--- src/rtl/spi_rx_fifo.sv ---
// spi_rx_fifo: synchronised four-mode SPI receiver feeding a show-ahead valid/ready FIFO
module spi_rx_fifo #(
  parameter int DATA_WIDTH  = 8,
  parameter int FIFO_DEPTH  = 8,
  parameter int SYNC_STAGES = 3
) (
  input  logic                          clk_in,
  input  logic                          rst_in,
  input  logic                          cipo_raw,
  input  logic                          dclk_raw,
  input  logic                          cs_n_raw,
  input  logic                          cpol_in,
  input  logic                          cpha_in,
  input  logic                          msb_first_in,
  output logic [DATA_WIDTH-1:0]         data_out,
  output logic                          data_valid_out,
  input  logic                          data_ready_in,
  output logic [$clog2(FIFO_DEPTH):0]   fifo_count_out,
  output logic                          overflow_out,
  output logic                          abort_out,
  input  logic                          clear_in
);
  localparam int AW = $clog2(FIFO_DEPTH);
  localparam int CW = AW + 1;
  localparam int BW = $clog2(DATA_WIDTH);
  typedef enum logic {IDLE, ACTIVE} state_t;
  state_t state, state_n;
  logic [SYNC_STAGES-1:0] dclk_s, cs_s, cipo_s;
  logic dclk, cs, cipo, dclk_d, cs_d;
  logic dclk_rise, dclk_fall, cs_fall, cs_rise, sample;
  logic [2:0] mode, mode_n;
  logic [DATA_WIDTH-1:0] sr, sr_n;
  logic [BW-1:0] cnt, cnt_n;
  logic push, abort_n, pop, full, wr_en;
  logic [DATA_WIDTH-1:0] mem [FIFO_DEPTH];
  logic [AW-1:0] rd_ptr, wr_ptr;
  logic [CW-1:0] count;
  assign dclk = dclk_s[SYNC_STAGES-1];
  assign cs = cs_s[SYNC_STAGES-1];
  assign cipo = cipo_s[SYNC_STAGES-1];
  assign dclk_rise = dclk & ~dclk_d;
  assign dclk_fall = ~dclk & dclk_d;
  assign cs_fall = ~cs & cs_d;
  assign cs_rise = cs & ~cs_d;
  assign sample = (mode[2] ^ mode[1]) ? dclk_fall : dclk_rise;
  always_ff @(posedge clk_in or posedge rst_in) begin
    if (rst_in) begin
      dclk_s <= '0;
      cs_s <= '1;
      cipo_s <= '0;
      dclk_d <= 1'b0;
      cs_d <= 1'b1;
    end else begin
      dclk_s <= SYNC_STAGES'({dclk_s, dclk_raw});
      cs_s <= SYNC_STAGES'({cs_s, cs_n_raw});
      cipo_s <= SYNC_STAGES'({cipo_s, cipo_raw});
      dclk_d <= dclk;
      cs_d <= cs;
    end
  end
  always_comb begin
    state_n = state;
    mode_n = mode;
    sr_n = sr;
    cnt_n = cnt;
    push = 1'b0;
    abort_n = 1'b0;
    if (state == IDLE) begin
      if (cs_fall) begin
        state_n = ACTIVE;
        mode_n = {cpol_in, cpha_in, msb_first_in};
        sr_n = '0;
        cnt_n = '0;
      end
    end else begin
      if (sample) begin
        sr_n = mode[0] ? {sr[DATA_WIDTH-2:0], cipo} : {cipo, sr[DATA_WIDTH-1:1]};
        push = cnt == BW'(DATA_WIDTH - 1);
        cnt_n = push ? '0 : cnt + 1'b1;
      end
      if (cs_rise) begin
        state_n = IDLE;
        abort_n = cnt_n != '0;
      end
    end
  end
  always_ff @(posedge clk_in or posedge rst_in) begin
    if (rst_in) begin
      state <= IDLE;
      mode <= '0;
      sr <= '0;
      cnt <= '0;
      abort_out <= 1'b0;
    end else begin
      state <= state_n;
      mode <= mode_n;
      sr <= sr_n;
      cnt <= cnt_n;
      abort_out <= abort_n;
    end
  end
  assign pop = data_valid_out & data_ready_in;
  assign full = count == CW'(FIFO_DEPTH);
  assign wr_en = push & (~full | pop);
  always_ff @(posedge clk_in or posedge rst_in) begin
    if (rst_in) begin
      for (int i = 0; i < FIFO_DEPTH; i++) mem[i] <= '0;
      rd_ptr <= '0;
      wr_ptr <= '0;
      count <= '0;
      overflow_out <= 1'b0;
    end else if (clear_in) begin
      rd_ptr <= '0;
      wr_ptr <= '0;
      count <= '0;
      overflow_out <= 1'b0;
    end else begin
      if (wr_en) begin
        mem[wr_ptr] <= sr_n;
        wr_ptr <= wr_ptr + 1'b1;
      end
      if (pop) rd_ptr <= rd_ptr + 1'b1;
      count <= count + CW'(wr_en) - CW'(pop);
      if (push && !wr_en) overflow_out <= 1'b1;
    end
  end
  assign data_out = mem[rd_ptr];
  assign data_valid_out = count != '0;
  assign fifo_count_out = count;
endmodule

--- config.mk ---
export PLATFORM = sky130hd
export DESIGN_NAME = spi_rx_fifo
export DESIGN_NICKNAME = d
export VERILOG_FILES = /design/src/rtl/spi_rx_fifo.sv
export SDC_FILE = /design/constraint.sdc
export NUM_CORES = 1
export LEC_CHECK = 0
export BUFFER_PORTS_ARGS = -buffer_cell sky130_fd_sc_hd__buf_2
export CAP_MARGIN = 10
export CORE_MARGIN = 2
export CORE_UTILIZATION = 35
export CTS_CLUSTER_DIAMETER = 60
export DETAILED_ROUTE_END_ITERATION = 10
export PLACE_DENSITY = 0.52
export SYNTH_ARGS = -nofsm -noshare
export SYNTH_HDL_FRONTEND = slang
export SYNTH_SLANG_ARGS = --single-unit
--- constraint.sdc ---
create_clock -name clk_in -period 5.55 [get_ports clk_in]
set_clock_uncertainty 0.05 [all_clocks]
set_input_delay 0.2775 -clock clk_in [delete_from_list [all_inputs] [get_ports clk_in]]
set_output_delay 0.2775 -clock clk_in [all_outputs]
set_load 0.01 [all_outputs]
==> results of run 1 <==
==> per-stage QoR <==
step | power [W] | utilization | cells
2_1_floorplan | 0.00115 | - | 327
3_3_place_gp | 0.00124 | 0.375 | 521
3_5_place_dp | 0.00124 | 0.375 | 521
4_1_cts | 0.00188 | 0.399 | 541
5_1_grt | 0.00197 | 0.399 | 541
6_report | 0.00185 | 0.399 | 541
==> layout make-up <==
class | instances | share of cell area
Clock inverter | 4 | 0.00911
Tap cell | 180 | 0.0410
Clock buffer | 12 | 0.0430
Timing Repair Buffer | 31 | 0.0332
Sequential cell | 102 | 0.465
Multi-Input combinational cell | 201 | 0.400
Inverter | 11 | 0.00797
==> logic make-up after synthesis <==
group	Yosys count	share of synthesized area
AOI/OAI and AO/OA	12	0.0149
xor gates and xnor gates	5	0.0105
adders and majority gates	11	0.0297
buffers and inverters	24	0.0256
DFF	102	0.524
muxes	113	0.305
and+or+nand+nor	60	0.0907
==> metal layers <==
metal,track usage,share of wire
met3,0.0356,0.030
met1,0.202,0.48
met2,0.222,0.47
met5,0,0
met4,0.0582,0.017
==> what timing repair did <==
action	4_1_cts	5_1_grt
hold endpoints to repair	35	0
buffers inserted	0	0
setup endpoints to repair	0	0
hold buffers	4	0
==> worst paths after layout <==
path,cells after the start,slack [ps],from,endpoint
min,2,110,cpol_in,mode[2]
max in group asynchronous,4,3750,rst_in,sr[3]
max,11,2480,fifo_count_out[2],fifo_count_out[2]
min in group asynchronous,3,440,rst_in,rd_ptr[0]
min reg2reg,0,300,dclk_s[1],dclk_s[2]
max reg2reg,11,2480,fifo_count_out[2],fifo_count_out[2]
==> worst max-delay path: cells and delay by family, from the launching register on <==
| family | cells | cell delay (ps) |
|---|---|---|
| simple gates | 4 | 1110 |
| xor+xnor | 1 | 170 |
| flops | 1 | 340 |
| fa+ha+maj | 4 | 1180 |
| buf+inv | 2 | 110 |
==> report_power, final <==
| group | internal, W | switching (W) |
|---|---|---|
| combinational | 0.000168 | 0.000198 |
| clock | 0.000350 | 0.000279 |
| sequential | 0.000787 | 0.0000678 |
| total | 0.00130 | 0.000544 |
==> cell usage in the layout (no fill, tap or decap), types with 2 or more instances in the layout <==
master          n
a21oi_1         5
nand4_4         8
nand3b_1        2
mux2i_1        16
nor4b_1         2
nor2_1          9
xnor2_1         2
buf_2          24
clkbuf_1        3
o21ai_0         3
clkinvlp_4      2
and3_1          2
or3b_2          2
nand2_1        15
mux2_2         76
clkbuf_16       9
dfrtp_1        98
xor2_1          2
nand2b_1        3
mux2i_4         5
nor4_1          5
dfstp_2         4
inv_1          10
ha_1           10
dlygate4sd3_1   4
nand3_1         4
nor2b_1         4
buf_4           3
mux4_2         16
==> flip-flops by register name (all words and copies together), names as in the netlist <==
register,cells
overflow_out,1
abort_out,1
state,1
cnt,3
cs_s,3
sr,8
fifo_count_out,4
rd_ptr,3
dclk_s,3
dclk_d,1
mode,3
mem,64
wr_ptr,3
cipo_s,3
cs_d,1
==> results by group, run 1 <==
Outcome
  • Status: complete, no violations

Pwr
  • Power per cell area: 336 nW/um^2
  • Leakage: 2.58 nW
  • Max VDD drop: 0.177 mV

Global routing
  • GRT Overall Usage: 0.146
  • Largest net degree at the start of global routing: 67
  • Antenna violations before repair: 0
  • First-pass GRT wire length: 15900 um
  • Vias in the first global route: 2801
  • Total gr overflow: 0

Final layout
  • N_diodes: 0
  • Final Cell Area: 5500 sq um
  • Nets: 377
  • Area of the multi-input gates: 2200 sq um
  • Share of cells above drive strength 1: 0.427
  • Sequential cell area: 2560 sq um
  • # fillers: 1334
  • Area growth, synth to finish: 12.6%

Clocking
  • Clk root buf: clkbuf_16
  • Cts bufs inserted: 9
  • Insertion delay to the later sink of the worst-skew pair: 350 ps
  • H-tree Lvls: 3
  • Clock Path Buffers: 2
  • Clock sink count: 102
  • CTS clk-pin slew, worst paths: 60 ps
  • Post-CTS Resized: 0
  • TritonCTS clock tree: built

Yosys
  • Number of enable flip-flop cells after synthesis: 0
  • Post-synth cell types: 40
  • Asr flop ratio synth: 1.00
  • Top cell type by total area after synthesis: dfrtp_1
  • Post-synthesis cell area: 4880 sq um
  • Commonest cells post-synth: dfrtp_1 (98), mux2_2 (76), mux2i_1 (16), mux4_2 (16), nand2_1 (15)
  • Synth warn: 0
  • Synthesized area per cell: 14.9 sq um
  • Largest cells by area after synthesis: dfrtp_1 (50%), mux2_2 (18%), mux4_2 (7.4%)
  • Syn nets: 348
  • Mapped Cells: 327
  • Post-synth top area share: 0.502
  • Seq/Total Area, Yosys: 0.524
  • Synth Flop Type: dfrtp_1
  • Most frequent cell after synthesis: dfrtp_1
  • Yosys reg bits: 102

Floorplan
  • Die ar.: 14900 sq um
  • Starting density of the core: 0.355
  • Die Ht: 122 um
  • Ports: 25
  • Row count: 43
  • Die width: 122 um
  • Core area: 13800 sq um

Placement
  • GPL Wtd Cong: 0.708
  • Placed inst area: 5170 sq um
  • Post-DP HPWL: 5920 um
  • PortBufs: 24
  • Setup WS pre-CTS: 2500 ps

Setup path
  • CP required: 5720 ps
  • Worst Setup End Kind: flop
  • Setup Crit Path Kind: flop to flop
  • Max stage delay on crit path: 600 ps
  • CP dominant cell by count: ha_1
  • Worst EP arrival: 3250 ps
  • CP Cell Sequence: inv_1, ha_1, nand2b_1, nand2_1, nand3_1, ha_1, inv_1, ha_1, fa_1, xnor2_1, nor2_1
  • Critical-path top delay cell: nand2_1
  • Crit-path max FO: 11
  • Worst setup SP type: flop

Routing
  • Routed Antenna Nets: 0
  • Drt pass-1 iters: 4
  • Post-Route WL: 9670 um
  • DRT iter0 DRCs: 131
  • DR DRC count: 0
  • Total number of vias: 2707
  • DR vias/cell: 5.00
  • WL per Instance: 17.9 um

Timing
  • Final setup viols: 0
  • Setup WS post-layout: 2480 ps
  • Least-Margin Pin Slew: 898 ps
  • Headroom to the max-slew limit: 0.401
  • RSZ-0062 raised after global routing: no
  • Final Max Slew Viols: 0
  • Setup_tns: 0 ps
  • Fin crit share: 0.554
  • Max Freq: 325 MHz
  • Final Hold Violating Endpoints: 0
  • Hold slack final: 112 ps
  • Final min period: 3070 ps

Min path
  • Worst Hold Class: primary input to flop

Job
  • Max-cap violations: 0
(Power assumes the default switching activity.)
==> run 2, diff against run 1 <==
Settings changed: ABC_AREA from default to 1.
Clock period 5.55 ns to 2.85 ns, I/O delays scaled along.
==> results by group, run 2 <==
Routing
  • WL per Instance: 15.4 um (-14%)
  • Post-Route WL: 12700 um (+32%)
  • Drt pass-1 iters: 5 (+1)
  • DR DRC count: 0 (unchanged)
  • Total number of vias: 4002 (+48%)
  • DRT iter0 DRCs: 215 (+64%)
  • Routed Antenna Nets: 0 (unchanged)
  • DR vias/cell: 4.85 (-3.1%)

Timing
  • Fin crit share: 0.866 (+0.313)
  • Final Hold Violating Endpoints: 0 (unchanged)
  • Max Freq: 405 MHz (+24%)
  • Final Max Slew Viols: 0 (unchanged)
  • RSZ-0062 raised after global routing: no
  • Headroom to the max-slew limit: 0.460 (+0.0589)
  • Final setup viols: 0 (unchanged)
  • Final min period: 2470 ps (-604 ps)
  • Setup_tns: 0 ps (unchanged)
  • Least-Margin Pin Slew: 808 ps (-90.0 ps)

Yosys
  • Most frequent cell after synthesis: nand2_1
  • Mux share of post-synthesis cell area: 0.0206 (-0.284)
  • Mapped Cells: 606 (+85%)
  • Complex-gate fraction of the synthesized area: 0.0680 (+0.0532)
  • Largest family of logic cells by synthesized area: simple AND/OR/NAND/NOR gates
  • Commonest cells post-synth: nand2_1 (252), dfrtp_1 (98), nor2_1 (55)
  • Synthesized area per cell: 8.10 sq um (-46%)
  • Top cell type by total area after synthesis: dfrtp_1
  • Synth Flop Type: dfrtp_1
  • Post-synth cell types: 28 (-30%)
  • Number of enable flip-flop cells after synthesis: 0 (unchanged)
  • Synth Area in Adders: 0.0296 (-0.000167)
  • Largest cells by area after synthesis: dfrtp_1 (50%), nand2_1 (19%), nor2_1 (4.2%)
  • Synth Area in Simple Gates: 0.311 (+0.220)
  • Syn nets: 627 (+80%)
  • Post-synth top area share: 0.499 (-0.00281)
  • XOR/XNOR Fraction of Synth Area: 0.00535 (-0.00515)
  • Yosys reg bits: 102 (unchanged)
  • Post-synthesis cell area: 4910 sq um (+0.56%)
  • Synth warn: 0 (unchanged)
  • Asr flop ratio synth: 1.00 (unchanged)
  • Seq/Total Area, Yosys: 0.521 (-0.00294)

Clocking
  • Insertion delay to the later sink of the worst-skew pair: 350 ps (about the same)
  • Clock sink count: 102 (unchanged)
  • CTS clk-pin slew, worst paths: 70 ps (about the same)
  • TritonCTS clock tree: built
  • Cts bufs inserted: 9 (unchanged)
  • Clk root buf: clkbuf_16
  • H-tree Lvls: 3 (unchanged)
  • Clock Path Buffers: 2 (unchanged)

Final layout
  • Area growth, synth to finish: 15.4%
  • Nets: 661 (+75%)
  • Area of the multi-input gates: 2130 sq um (-3.0%)
  • Most common cell after layout, fill and taps aside: nand2_1
  • Commonest cells after routing, fill and taps aside: nand2_1 (252), dfrtp_1 (98), nor2_1 (55)
  • # fillers: 1459 (+9.4%)
  • Top reg by flops: mem
  • Max FFs per register: 64 (unchanged)
  • N_diodes: 0 (unchanged)
  • Sequential cell area: 2560 sq um (unchanged)
  • Final core utilization: 0.411 (+0.0123)
  • Share of cells above drive strength 1: 0.129 (-0.298)

Floorplan
  • Die Ht: 122 um (+0.27%)
  • Core area: 13800 sq um (unchanged)
  • Die ar.: 15000 sq um (+0.55%)
  • Starting density of the core: 0.357 (+0.00200)
  • Die width: 122 um (+0.27%)
  • Ports: 25 (unchanged)
  • Row count: 43 (unchanged)

Setup path
  • CP Cell Sequence: ha_1, ha_1, nand2_1, inv_1, nand3_1, nor2_1, inv_1, ha_1, inv_1, ha_1, fa_1, xnor2_1, nor2_1
  • Worst Setup End Kind: flop
  • CP required: 3040 ps (-2680 ps)
  • Worst EP arrival: 2660 ps (-590 ps)
  • Setup Crit Path Kind: flop to flop
  • Max stage delay on crit path: 400 ps (-200 ps)
  • CP dominant cell by count: ha_1
  • Critical-path top delay cell: dfrtp_1
  • Worst setup SP type: flop
  • Crit-path max FO: 4 (-7)

Global routing
  • Vias in the first global route: 3928 (+40%)
  • Largest net degree at the start of global routing: 69 (+3.0%)
  • Total gr overflow: 0 (unchanged)
  • GRT Overall Usage: 0.184 (+0.0377)
  • First-pass GRT wire length: 20900 um (+31%)
  • Antenna violations before repair: 0 (unchanged)

Job
  • Max-cap violations: 0 (unchanged)

Placement
  • PortBufs: 24 (unchanged)
  • Post-DP HPWL: 8520 um (+44%)
  • GPL Wtd Cong: 0.855 (+21%)

Pwr
  • Tot Pwr: 0.00393 W (+110%)
  • Leakage: 2.97 nW (+15%)
  • Power per cell area: 694 nW/um^2 (+110%)
  • Max VDD drop: 0.271 mV (+53%)

Outcome
  • Status: complete, no violations

Min path
  • Worst Hold Class: primary input to flop
run 2: cell types whose count changed after synthesis, moves of 16 or more:
cell / before / now
mux2_2: 76 / 9
nand2_1: 15 / 252
nand3_1: 4 / 29
mux4_2: 16 / 0
inv_1: 11 / 35
o21ai_0: 3 / 37
mux2i_1: 16 / 0
nor2_1: 9 / 55
run 2: worst paths after layout:
check | from | end | slack (ps) | cells after the start
max | cnt[0] | fifo_count_out[2] | 380 | 13
min | clear_in | fifo_count_out[2] | 20 | 2
max reg2reg | cnt[0] | fifo_count_out[2] | 380 | 13
min reg2reg | cipo_s[1] | cipo_s[2] | 310 | 0
max in group asynchronous | rst_in | cs_s[1] | 1480 | 4
min in group asynchronous | rst_in | mem[58] | 430 | 3
run 2: critical path: cells and delay by family, from the launching register on:
family / cells / cell delay, ps
buffers and inverters: 3 / 230
DFF: 1 / 400
adders and majority gates: 5 / 1180
and+or+nand+nor: 4 / 340
xor gates and xnor gates: 1 / 160
run 2: cell families after synthesis:
group / count (synthesis)
xor gates and xnor gates: 3
adders and majority gates: 11
DFF: 102
and+or+nand+nor: 362
AOI/OAI and AO/OA: 63
muxes: 9
buffers and inverters: 56
run 2: layout make-up:
type	instances	area share
repair buffers	39	0.0464
clock inverters	6	0.0163
clock buffers	10	0.0422
multi-input cells	448	0.377
inverters	40	0.0272
flip-flops and latches	102	0.451
well taps	180	0.0398
run 2: stage by stage:
stage | setup slack, ps | instances | hold WS [ps] | cell area, sq um
2_1_floorplan | 211 | 606 | 97.0 | 4910
3_3_place_gp | 474 | 802 | 199 | 5260
3_5_place_dp | 394 | 802 | 199 | 5260
5_1_grt | 173 | 825 | 40.0 | 5670
4_1_cts | 379 | 825 | 19.8 | 5670
6_report | 381 | 825 | 21.8 | 5670
run 2: where the power goes:
group          total (W)  internal [W]  switching (W)
Sequential       0.00159       0.00153      0.0000642
Combinational   0.000981      0.000342       0.000640
Clock            0.00136      0.000798       0.000558
Total            0.00393       0.00267        0.00126
run 2: metal layers:
metal  part of all wire  GRT usage
met1               0.47      0.256
met2               0.48      0.295
met3              0.037     0.0237
met4              0.015     0.0647
met5                  0          0
run 2: repair_timing:
action,in CTS,in global routing
endpoints found under the hold margin,40,0
setup endpoints to repair,0,0
hold buffers,7,0
buffers inserted,0,0
resized for setup,0,0
